`config.mk`:
```
export PLATFORM = sky130hd
export DESIGN_NAME = int_wb_scoreboard_flat
export DESIGN_NICKNAME = d
export VERILOG_FILES = /design/src/rtl/int_wb_scoreboard_if.sv /design/src/rtl/int_wb_scoreboard.sv /design/src/flat_wrapper.sv
export SDC_FILE = /design/constraint.sdc
export NUM_CORES = 1
export LEC_CHECK = 0
export BUFFER_PORTS_ARGS = -buffer_cell sky130_fd_sc_hd__buf_2
export CELL_PAD_IN_SITES_DETAIL_PLACEMENT = 1
export CELL_PAD_IN_SITES_GLOBAL_PLACEMENT = 2
export CORE_MARGIN = 4
export CORE_UTILIZATION = 42
export CTS_BUF_LIST = sky130_fd_sc_hd__clkbuf_4 sky130_fd_sc_hd__clkbuf_8 sky130_fd_sc_hd__clkbuf_16
export DETAILED_ROUTE_END_ITERATION = 8
export GPL_TIMING_DRIVEN = 0
export PLACE_DENSITY = 0.85
export SLEW_MARGIN = 20
export SYNTH_ARGS = -nofsm -noshare
export SYNTH_HDL_FRONTEND = slang
export SYNTH_SLANG_ARGS = --single-unit
```
`constraint.sdc`:
```
create_clock -name clk -period 9.15 [get_ports clk]
set_clock_uncertainty 0.05 [all_clocks]
set_input_delay 0.4575 -clock clk [delete_from_list [all_inputs] [get_ports clk]]
set_output_delay 0.4575 -clock clk [all_outputs]
set_load 0.02 [all_outputs]
```
`src/rtl/int_wb_scoreboard_if.sv`:
```
// Bundle of decode, result-source and register-file write-port signals for
// the integer writeback scoreboard. The master side drives decode and results.
interface int_wb_scoreboard_if #(
  parameter int XLEN   = 32,
  parameter int NREG   = 32,
  parameter int QDEPTH = 4
);
  localparam int AW = $clog2(NREG);
  localparam int CW = $clog2(QDEPTH) + 1;

  logic            issue_valid;
  logic            issue_fpu;
  logic [AW-1:0]   issue_rd;
  logic            rs1_en;
  logic            rs2_en;
  logic [AW-1:0]   rs1_addr;
  logic [AW-1:0]   rs2_addr;
  logic            stall;

  logic            csr_valid;
  logic [AW-1:0]   csr_rd;
  logic [XLEN-1:0] csr_data;

  logic            alu_valid;
  logic [AW-1:0]   alu_rd;
  logic [XLEN-1:0] alu_data;
  logic            alu_ready;

  logic            fpu_valid;
  logic [AW-1:0]   fpu_rd;
  logic [XLEN-1:0] fpu_data;
  logic            fpu_ready;

  logic            wb_wen;
  logic [AW-1:0]   wb_waddr;
  logic [XLEN-1:0] wb_wdata;
  logic [CW-1:0]   fifo_count;
  logic            busy;

  modport master (
    output issue_valid, issue_fpu, issue_rd, rs1_en, rs2_en, rs1_addr, rs2_addr,
    output csr_valid, csr_rd, csr_data,
    output alu_valid, alu_rd, alu_data,
    output fpu_valid, fpu_rd, fpu_data,
    input  stall, alu_ready, fpu_ready,
    input  wb_wen, wb_waddr, wb_wdata, fifo_count, busy
  );

  modport slave (
    input  issue_valid, issue_fpu, issue_rd, rs1_en, rs2_en, rs1_addr, rs2_addr,
    input  csr_valid, csr_rd, csr_data,
    input  alu_valid, alu_rd, alu_data,
    input  fpu_valid, fpu_rd, fpu_data,
    output stall, alu_ready, fpu_ready,
    output wb_wen, wb_waddr, wb_wdata, fifo_count, busy
  );
endinterface

```
`src/rtl/int_wb_scoreboard.sv`:
```
// Integer writeback arbiter (CSR > ALU > FPU FIFO head, with anti-starvation)
// plus a pending-destination scoreboard that stalls RAW/WAW hazards at decode.
module int_wb_scoreboard #(
  parameter int XLEN       = 32,
  parameter int NREG       = 32,
  parameter int QDEPTH     = 4,
  parameter int STARVE_MAX = 3
) (
  input  logic                clk,
  input  logic                rst_l,
  int_wb_scoreboard_if.slave  bus
);
  localparam int AW = $clog2(NREG);
  localparam int PW = $clog2(QDEPTH);
  localparam int CW = PW + 1;
  localparam int SW = $clog2(STARVE_MAX + 1);

  logic [NREG-1:0] pend_q, pend_d;
  logic [PW-1:0]   wrPtr_q, wrPtr_d;
  logic [PW-1:0]   rdPtr_q, rdPtr_d;
  logic [CW-1:0]   count_q, count_d;
  logic [SW-1:0]   starve_q, starve_d;
  logic            wbWen_q, wbWen_d;
  logic [AW-1:0]   wbWaddr_q, wbWaddr_d;
  logic [XLEN-1:0] wbWdata_q, wbWdata_d;

  logic [XLEN-1:0] fifoData_q [QDEPTH];
  logic [AW-1:0]   fifoRd_q   [QDEPTH];

  logic            headValid;
  logic            starveHi;
  logic            fpuReady;
  logic            push;
  logic            grantCsr;
  logic            grantAlu;
  logic            grantFifo;
  logic            stallInt;
  logic [AW-1:0]   headRd;
  logic [XLEN-1:0] headData;
  logic [AW-1:0]   selRd;
  logic [XLEN-1:0] selData;

  assign headValid = (count_q != '0);
  assign starveHi  = (starve_q == SW'(STARVE_MAX));
  assign headRd    = fifoRd_q[rdPtr_q];
  assign headData  = fifoData_q[rdPtr_q];

  // Outputs seen by neighbours are forced low while reset is held.
  assign fpuReady  = rst_l & (count_q != CW'(QDEPTH));
  assign push      = bus.fpu_valid & fpuReady;

  assign grantCsr  = bus.csr_valid;
  assign grantFifo = ~bus.csr_valid & headValid & (starveHi | ~bus.alu_valid);
  assign grantAlu  = ~bus.csr_valid & bus.alu_valid & ~grantFifo;

  assign stallInt  = rst_l & bus.issue_valid &
                     ((bus.rs1_en & pend_q[bus.rs1_addr]) |
                      (bus.rs2_en & pend_q[bus.rs2_addr]) |
                      pend_q[bus.issue_rd]);

  always_comb begin
    selRd   = '0;
    selData = '0;
    if (grantCsr) begin
      selRd   = bus.csr_rd;
      selData = bus.csr_data;
    end else if (grantAlu) begin
      selRd   = bus.alu_rd;
      selData = bus.alu_data;
    end else if (grantFifo) begin
      selRd   = headRd;
      selData = headData;
    end
  end

  // x0 results are consumed like any other but never reach the register file.
  always_comb begin
    wbWen_d   = (grantCsr | grantAlu | grantFifo) & (selRd != '0);
    wbWaddr_d = wbWen_d ? selRd : '0;
    wbWdata_d = wbWen_d ? selData : '0;
  end

  // Clear before set so an issue to the same register in the same cycle wins.
  always_comb begin
    pend_d = pend_q;
    if (grantFifo) begin
      pend_d[headRd] = 1'b0;
    end
    if (bus.issue_valid & bus.issue_fpu & ~stallInt & (bus.issue_rd != '0)) begin
      pend_d[bus.issue_rd] = 1'b1;
    end
    pend_d[0] = 1'b0;
  end

  always_comb begin
    wrPtr_d = wrPtr_q + PW'(push);
    rdPtr_d = rdPtr_q + PW'(grantFifo);
    count_d = count_q + CW'(push) - CW'(grantFifo);
    if (~headValid | grantFifo) begin
      starve_d = '0;
    end else if (~starveHi) begin
      starve_d = starve_q + SW'(1);
    end else begin
      starve_d = starve_q;
    end
  end

  always_ff @(posedge clk or negedge rst_l) begin
    if (!rst_l) begin
      pend_q    <= '0;
      wrPtr_q   <= '0;
      rdPtr_q   <= '0;
      count_q   <= '0;
      starve_q  <= '0;
      wbWen_q   <= 1'b0;
      wbWaddr_q <= '0;
      wbWdata_q <= '0;
    end else begin
      pend_q    <= pend_d;
      wrPtr_q   <= wrPtr_d;
      rdPtr_q   <= rdPtr_d;
      count_q   <= count_d;
      starve_q  <= starve_d;
      wbWen_q   <= wbWen_d;
      wbWaddr_q <= wbWaddr_d;
      wbWdata_q <= wbWdata_d;
    end
  end

  // Storage needs no reset; the pointers decide what is valid.
  always_ff @(posedge clk) begin
    if (push) begin
      fifoData_q[wrPtr_q] <= bus.fpu_data;
      fifoRd_q[wrPtr_q]   <= bus.fpu_rd;
    end
  end

  assign bus.stall      = stallInt;
  assign bus.alu_ready  = rst_l & grantAlu;
  assign bus.fpu_ready  = fpuReady;
  assign bus.wb_wen     = wbWen_q;
  assign bus.wb_waddr   = wbWaddr_q;
  assign bus.wb_wdata   = wbWdata_q;
  assign bus.fifo_count = count_q;
  assign bus.busy       = |pend_q;

endmodule

```
`src/flat_wrapper.sv`:
```
// flat-port wrapper written by rule: the top's interface ports become plain ports
module int_wb_scoreboard_flat 
#(
  parameter int XLEN       = 32,
  parameter int NREG       = 32,
  parameter int QDEPTH     = 4,
  parameter int STARVE_MAX = 3
)
  (clk, rst_l, bus_issue_valid, bus_issue_fpu, bus_issue_rd, bus_rs1_en, bus_rs2_en, bus_rs1_addr, bus_rs2_addr, bus_csr_valid, bus_csr_rd, bus_csr_data, bus_alu_valid, bus_alu_rd, bus_alu_data, bus_fpu_valid, bus_fpu_rd, bus_fpu_data, bus_stall, bus_alu_ready, bus_fpu_ready, bus_wb_wen, bus_wb_waddr, bus_wb_wdata, bus_fifo_count, bus_busy);
  int_wb_scoreboard_if #(.XLEN(XLEN), .NREG(NREG), .QDEPTH(QDEPTH)) bus_i ();
  input  logic clk;
  input  logic rst_l;
  input wire logic [$bits(bus_i.issue_valid)-1:0] bus_issue_valid;
  input wire logic [$bits(bus_i.issue_fpu)-1:0] bus_issue_fpu;
  input wire logic [$bits(bus_i.issue_rd)-1:0] bus_issue_rd;
  input wire logic [$bits(bus_i.rs1_en)-1:0] bus_rs1_en;
  input wire logic [$bits(bus_i.rs2_en)-1:0] bus_rs2_en;
  input wire logic [$bits(bus_i.rs1_addr)-1:0] bus_rs1_addr;
  input wire logic [$bits(bus_i.rs2_addr)-1:0] bus_rs2_addr;
  input wire logic [$bits(bus_i.csr_valid)-1:0] bus_csr_valid;
  input wire logic [$bits(bus_i.csr_rd)-1:0] bus_csr_rd;
  input wire logic [$bits(bus_i.csr_data)-1:0] bus_csr_data;
  input wire logic [$bits(bus_i.alu_valid)-1:0] bus_alu_valid;
  input wire logic [$bits(bus_i.alu_rd)-1:0] bus_alu_rd;
  input wire logic [$bits(bus_i.alu_data)-1:0] bus_alu_data;
  input wire logic [$bits(bus_i.fpu_valid)-1:0] bus_fpu_valid;
  input wire logic [$bits(bus_i.fpu_rd)-1:0] bus_fpu_rd;
  input wire logic [$bits(bus_i.fpu_data)-1:0] bus_fpu_data;
  output wire logic [$bits(bus_i.stall)-1:0] bus_stall;
  output wire logic [$bits(bus_i.alu_ready)-1:0] bus_alu_ready;
  output wire logic [$bits(bus_i.fpu_ready)-1:0] bus_fpu_ready;
  output wire logic [$bits(bus_i.wb_wen)-1:0] bus_wb_wen;
  output wire logic [$bits(bus_i.wb_waddr)-1:0] bus_wb_waddr;
  output wire logic [$bits(bus_i.wb_wdata)-1:0] bus_wb_wdata;
  output wire logic [$bits(bus_i.fifo_count)-1:0] bus_fifo_count;
  output wire logic [$bits(bus_i.busy)-1:0] bus_busy;
  assign bus_i.issue_valid = bus_issue_valid;
  assign bus_i.issue_fpu = bus_issue_fpu;
  assign bus_i.issue_rd = bus_issue_rd;
  assign bus_i.rs1_en = bus_rs1_en;
  assign bus_i.rs2_en = bus_rs2_en;
  assign bus_i.rs1_addr = bus_rs1_addr;
  assign bus_i.rs2_addr = bus_rs2_addr;
  assign bus_i.csr_valid = bus_csr_valid;
  assign bus_i.csr_rd = bus_csr_rd;
  assign bus_i.csr_data = bus_csr_data;
  assign bus_i.alu_valid = bus_alu_valid;
  assign bus_i.alu_rd = bus_alu_rd;
  assign bus_i.alu_data = bus_alu_data;
  assign bus_i.fpu_valid = bus_fpu_valid;
  assign bus_i.fpu_rd = bus_fpu_rd;
  assign bus_i.fpu_data = bus_fpu_data;
  assign bus_stall = bus_i.stall;
  assign bus_alu_ready = bus_i.alu_ready;
  assign bus_fpu_ready = bus_i.fpu_ready;
  assign bus_wb_wen = bus_i.wb_wen;
  assign bus_wb_waddr = bus_i.wb_waddr;
  assign bus_wb_wdata = bus_i.wb_wdata;
  assign bus_fifo_count = bus_i.fifo_count;
  assign bus_busy = bus_i.busy;
  int_wb_scoreboard #(.XLEN(XLEN), .NREG(NREG), .QDEPTH(QDEPTH), .STARVE_MAX(STARVE_MAX)) u_core (.clk(clk), .rst_l(rst_l), .bus(bus_i));
endmodule
```
-- Yosys cells after proc, flatten, opt, wreduce, memory -nomap -nowiden
Memory sizes are Yosys's and may differ from the RTL's.
Cells that the tools add are included.
- bits in latches: 0
- RAM bits: 148
- output and inout bits: 45
- ROM bits: 0
- memories: 2
- register bits: 78
- $mul: 0
- shift operators: 0
- add/subtract/negate cells: 5
- bitwise operators: 29
- equality and inequality tests: 3
- $lt $le $gt $ge: 6
- divide/modulo/power cells: 0
- reduce and logical (&&, ||, !) cells: 6
- muxes and demuxes: 24
- memory list (name ; depth ; bits a word ; read ports ; clocked after memory_dff ; write ports ; RTL line ; text):
    u_core.fifoData_q ; 4 ; 32 ; 1 ; 0 ; 1 ; int_wb_scoreboard.sv:27 ; logic [XLEN-1:0] fifoData_q [QDEPTH];
    u_core.fifoRd_q ; 4 ; 5 ; 1 ; 0 ; 1 ; int_wb_scoreboard.sv:28 ; logic [AW-1:0] fifoRd_q [QDEPTH];
- operators by type and width (operator ; count):
    32-bit two-way mux ; 6
    32-bit bitwise AND ; 1
    32-bit inverter ; 1
    32-bit bitwise OR ; 1
    31-bit OR reduction ; 1
    5-bit by 6-bit < comparator with 1-bit output, second input constant ; 4
    5-bit two-way mux ; 4
    1-bit bitwise AND ; 15
    1-bit binary-select mux with 5-bit select ; 3
    1-bit demux with 5-bit select ; 2
    5-bit by 1-bit >= comparator with 1-bit output, second input constant ; 2
    5-bit nonzero test ; 2
    1-bit two-way mux ; 7
    1-bit bitwise OR ; 6
    1-bit inverter ; 5
    2-bit by 1-bit adder with 2-bit output ; 2
    2-bit two-way mux ; 2
    3-bit by 1-bit adder with 3-bit output ; 1
    3-bit inequality test, second input constant ; 1
    3-bit nonzero test ; 1
    3-bit by 1-bit subtractor with 3-bit output ; 1
    2-bit by 1-bit adder with 2-bit output, second input constant ; 1
    2-bit == test, second input constant ; 1
    1-bit logical AND ; 2
    2-bit inequality test, second input constant ; 1

-- Depth between registers and ports, before layout
- depth after elaboration: 10
- mapped depth: 11
- depth with buffers taken out: 9

-- Worst setup path before layout
No wires, ideal clock.
- kind: reg-to-reg
- start point: register u_core.count_q[1] (netlist: u_core.bus.fifo_count[1])
- end point: memory u_core.fifoData_q[1][0] (enable)
- setup slack: 4.488 ns
- data arrival time: 4.127 ns
- library setup time: 0.485 ns
- cell stages (with the launch flop): 5
- buffers on the path: 0
- cells stage by stage: dfrtp_1 > nor2_1 > a21boi_0 > nand2_1 > nor3b_1
- longest elaborated chain between the ends: 5
- ends and longest elaborated chain (element ; RTL line ; text):
    start, declared ; int_wb_scoreboard.sv:21 ; logic [CW-1:0] count_q, count_d;
    start signal, assigned ; int_wb_scoreboard.sv:122 ; count_q <= count_d;
    3-bit inequality test ; int_wb_scoreboard.sv:49 ; assign fpuReady = rst_l & (count_q != CW'(QDEPTH));
    1-bit bitwise AND ; int_wb_scoreboard.sv:49 ;
    via bus_fpu_ready ; flat_wrapper.sv:31 ; output wire logic [$bits(bus_i.fpu_ready)-1:0] bus_fpu_ready;
    1-bit bitwise AND ; int_wb_scoreboard.sv:50 ; assign push = bus.fpu_valid & fpuReady;
    1-bit two-way mux ; int_wb_scoreboard.sv:132 ; if (push) begin
    1-bit two-way mux (implied by the code) ; int_wb_scoreboard.sv:133 ; fifoData_q[wrPtr_q] <= bus.fpu_data;
    end, declared ; int_wb_scoreboard.sv:27 ;
The timed path passes the listed nets, and every way through them passes these cells.

-- Final worst setup path
- start point: register u_core.starve_q[0]
- end point: output port bus_alu_ready
- longest elaborated chain between the ends: 6
- ends and longest elaborated chain (element ; RTL line ; text):
    start, declared ; int_wb_scoreboard.sv:22 ; logic [SW-1:0] starve_q, starve_d;
    start signal, assigned ; int_wb_scoreboard.sv:123 ; starve_q <= starve_d;
    2-bit == test ; int_wb_scoreboard.sv:44 ; assign starveHi = (starve_q == SW'(STARVE_MAX));
    1-bit bitwise OR ; int_wb_scoreboard.sv:53 ; assign grantFifo = ~bus.csr_valid & headValid & (starveHi | ~bus.alu_valid);
    1-bit bitwise AND ; int_wb_scoreboard.sv:53 ;
    1-bit inverter ; int_wb_scoreboard.sv:54 ; assign grantAlu = ~bus.csr_valid & bus.alu_valid & ~grantFifo;
    1-bit bitwise AND ; int_wb_scoreboard.sv:54 ;
    1-bit bitwise AND ; int_wb_scoreboard.sv:139 ; assign bus.alu_ready = rst_l & grantAlu;
    end, declared ; flat_wrapper.sv:30 ; output wire logic [$bits(bus_i.alu_ready)-1:0] bus_alu_ready;
No other way between the ends.

==> impl_results.md <==
- Outcome: completed
- Highest Clock Rate: 0.257 GHz
- Final setup fails: 0
- Maximum clock insertion buffer count: 3
- Initial Util: 43.0%
- Fin util: 52.6%
- DIE HEIGHT: 161 um
- GRT Resource Usage Total: 22.2%
- Initial antenna violation count: 10
- CTS root buf: clkbuf_16
- Final Hold Vio Count: 0
- Hold EP: u_core.fifoData_q[0][0]
- Syn avg cell area: 15.7 um^2
- Worst skew pair latency: 0.51 ns
- Primary FF master, synth: edfxtp_1
- Drt drc: 0
- Vias in the first global route: 7778
- Post-cts hold buffer count: 1
- Final worst slack: 5.25 ns
- Gate power share: 29.5%
- CP Class: reg2out
- Synth cell types: 52
- Tot Pwr: 3.39 mW
- Core area: 22800 um^2
- Worst VDD drop: 0.000236 V
- Asr flop ratio synth: 34.5%
- Required @ worst endpoint: 8.64 ns
- Fin crit share: 42.6%
- Min cycle time layout: 3.90 ns
- Synth Net Count: 764
- Hold Crit Depth: 1
- Hold Worst Slack: 0.116 ns
- Worst path max stage delay: 0.59 ns
- Row Count: 55
- Nets: 975
- HPWL Detailed: 20600 um
- Synthesized area: 9780 um^2
- Hold Crit Start: bus_fpu_data[0]
- Cells after DPL: 1122
- Internal Pwr Total: 2.28 mW
- First-pass GRT wire length: 44900 um
- Post-CTS setup repair buffer count: 0
- Crit-path max FO: 10
- Final ANT Viol Nets: 0
- Synth top area share: 45.4%
- Max Cap Violations: 0
- Clock sink count: 226
- Dpl ws: 5.76 ns
- Reg power frac: 42.9%
- Vias per cell: 5.92
- Most common cell after layout, fill and taps aside: buf_2
- Post-DP Area: 11200 um^2
- Pin count of the biggest net entering global routing: 56
- Non-filler instance count after layout: 1170
- Slowest CP cell: nor2_1
- RSZ-0062 raised after global routing: no
- EDFF count, synth: 148
- Placer congestion estimate: 0.866
- CP delay by family, top: simple AND/OR/NAND/NOR gates
- Net Switching: 1.11 mW
- Worst-Margin Slew: 0.952 ns
- Share of layout cells above drive strength 1: 35.1%
- Top cell type by total area after synthesis: edfxtp_1
- CP bufs+invs: 3
- Die area: 25800 um^2
- Router iterations before antenna repair: 8
- Reg2reg start: u_core.starve_q[0]
- WP data arrival: 3.39 ns
- CP startpoint kind: register
- Area delta synth->final: 22.5%
- YS warnings: 0
- Drt initial violations: 615
- Grt total ovfl: 0
- Crit-path most repeated cell: buf_2
- Sw Share: 32.7%
- P per Cell Area: 282 nW/um^2
- Yosys reg bits: 226
- Final WL: 28700 um
- Syn Inst Count: 625
- Hold WC Path Type: in2reg
- Setup slack, reg-to-reg: 6.14 ns
- Cts repair resizes: 0
- Setup_tns: 0 ns
- Register area share after synthesis: 65.4%
- Via count: 6922
- Worst relative slew slack: 36.5%
- CTS clk-pin slew, worst paths: 0.06 ns
- Most frequent cells in the layout: buf_2, edfxtp_1, dfrtp_1
- Clock power frac: 27.6%
- CTS tree: done
- Wire per inst: 24.5 um
- Ranking of synthesized cells by area: edfxtp_1, dfrtp_1, mux4_2
- Design Area, Final: 12000 um^2
- Total CTS buffers: 24
- Slew Limit Fails: 0
- Leak: 4.62 nW
- Die width: 161 um
- Worst path cell trace: ha_1 > nor2b_1 > or3_1 > buf_2 > nand2_1 > nor2_1 > clkbuf_1 > and2_1 > buf_2
- Reg2reg end: u_core.bus.wb_wdata[9]
- FF-to-FF path depth: 9
- Critical Path End Type: output pin
- Layout fillers: 2295
- H-tree Lvls: 1
- IO Count: 180
- Input/output buffers: 172
-- sequential cells by signal (all words and copies together) (netlist names), 3 cells and up --
name / count
u_core.fifoData_q: 128
u_core.bus.wb_waddr: 5
u_core.bus.fifo_count: 3
u_core.pend_q: 31
u_core.fifoRd_q: 20
u_core.bus.wb_wdata: 32
-- Yosys cell counts, types with 2 or more instances --
cell,number
mux4_2,45
or3b_2,3
ha_1,3
a222oi_1,32
inv_1,6
nand4_1,6
a31oi_1,2
or3_1,4
xor2_1,3
edfxtp_1,148
nor3_1,12
dfrtp_1,78
xnor2_1,3
buf_1,6
a211oi_1,3
mux2_2,5
and2_1,7
buf_6,8
o21ai_0,35
nor4_1,11
nand3_1,10
nand4b_1,2
nand2b_1,6
buf_2,6
o21ai_1,4
nand2_1,18
mux2i_1,33
nand3b_1,6
nor4b_1,2
nor2_1,39
o31ai_1,31
nor2b_1,5
o22ai_1,5
clkbuf_1,20
-- power groups by stage --
stage	combinational (mW)	clock, mW	sequential [mW]
finish	1.00	0.933	1.45
global route	1.08	1.00	1.47
CTS	1.01	0.947	1.45
detailed placement	1.00	0	1.47
global placement	0.949	0	1.46
floorplan	0.613	0	1.47
-- kinds of logic after synthesis --
group                      Yosys count  synth area share [%]
AOI/OAI and AO/OA                  119                  8.89
xor gates and xnor gates             6                 0.537
adders and majority gates            4                 0.588
buffers and inverters               48                  2.57
DFF                                226                  65.4
muxes                               83                  14.3
and+or+nand+nor                    139                  7.74
-- worst max path at each step --
stage | cells after the start | startpoint | to
finish | 9 | u_core.starve_q[0] | bus_alu_ready
floorplan | 4 | u_core.bus.fifo_count[1] | u_core.fifoData_q[1][0]
global route | 9 | u_core.starve_q[0] | bus_alu_ready
global placement | 4 | rst_l | u_core.fifoData_q[1][30]
detailed placement | 8 | rst_l | u_core.fifoData_q[1][30]
CTS | 9 | u_core.starve_q[0] | bus_alu_ready
-- routing by layer --
layer  vias to the layer above  share of wire (%)  wire, um  track usage, %
met2                       321                 52     15000            39.6
met4                        14                2.2       622            6.61
met3                        55                7.7      2210            5.00
li1                       2972                  -         -               -
met1                      3560                 38     10800            27.0
met5                         -               0.26        75               0
-- final cells by class --
cell class	count	area, um^2	share of cell area (%)
Sequential cell	226	6400	53.3
Multi-Input combinational cell	351	3160	26.4
Timing Repair Buffer	185	1020	8.47
Clock buffer	31	677	5.65
Tap cell	313	392	3.27
Buffer	41	225	1.88
Clock inverter	13	88.8	0.741
Inverter	7	26.3	0.219
Antenna cell	3	7.51	0.0626
Note: power is estimated with default switching activity, not from simulation.
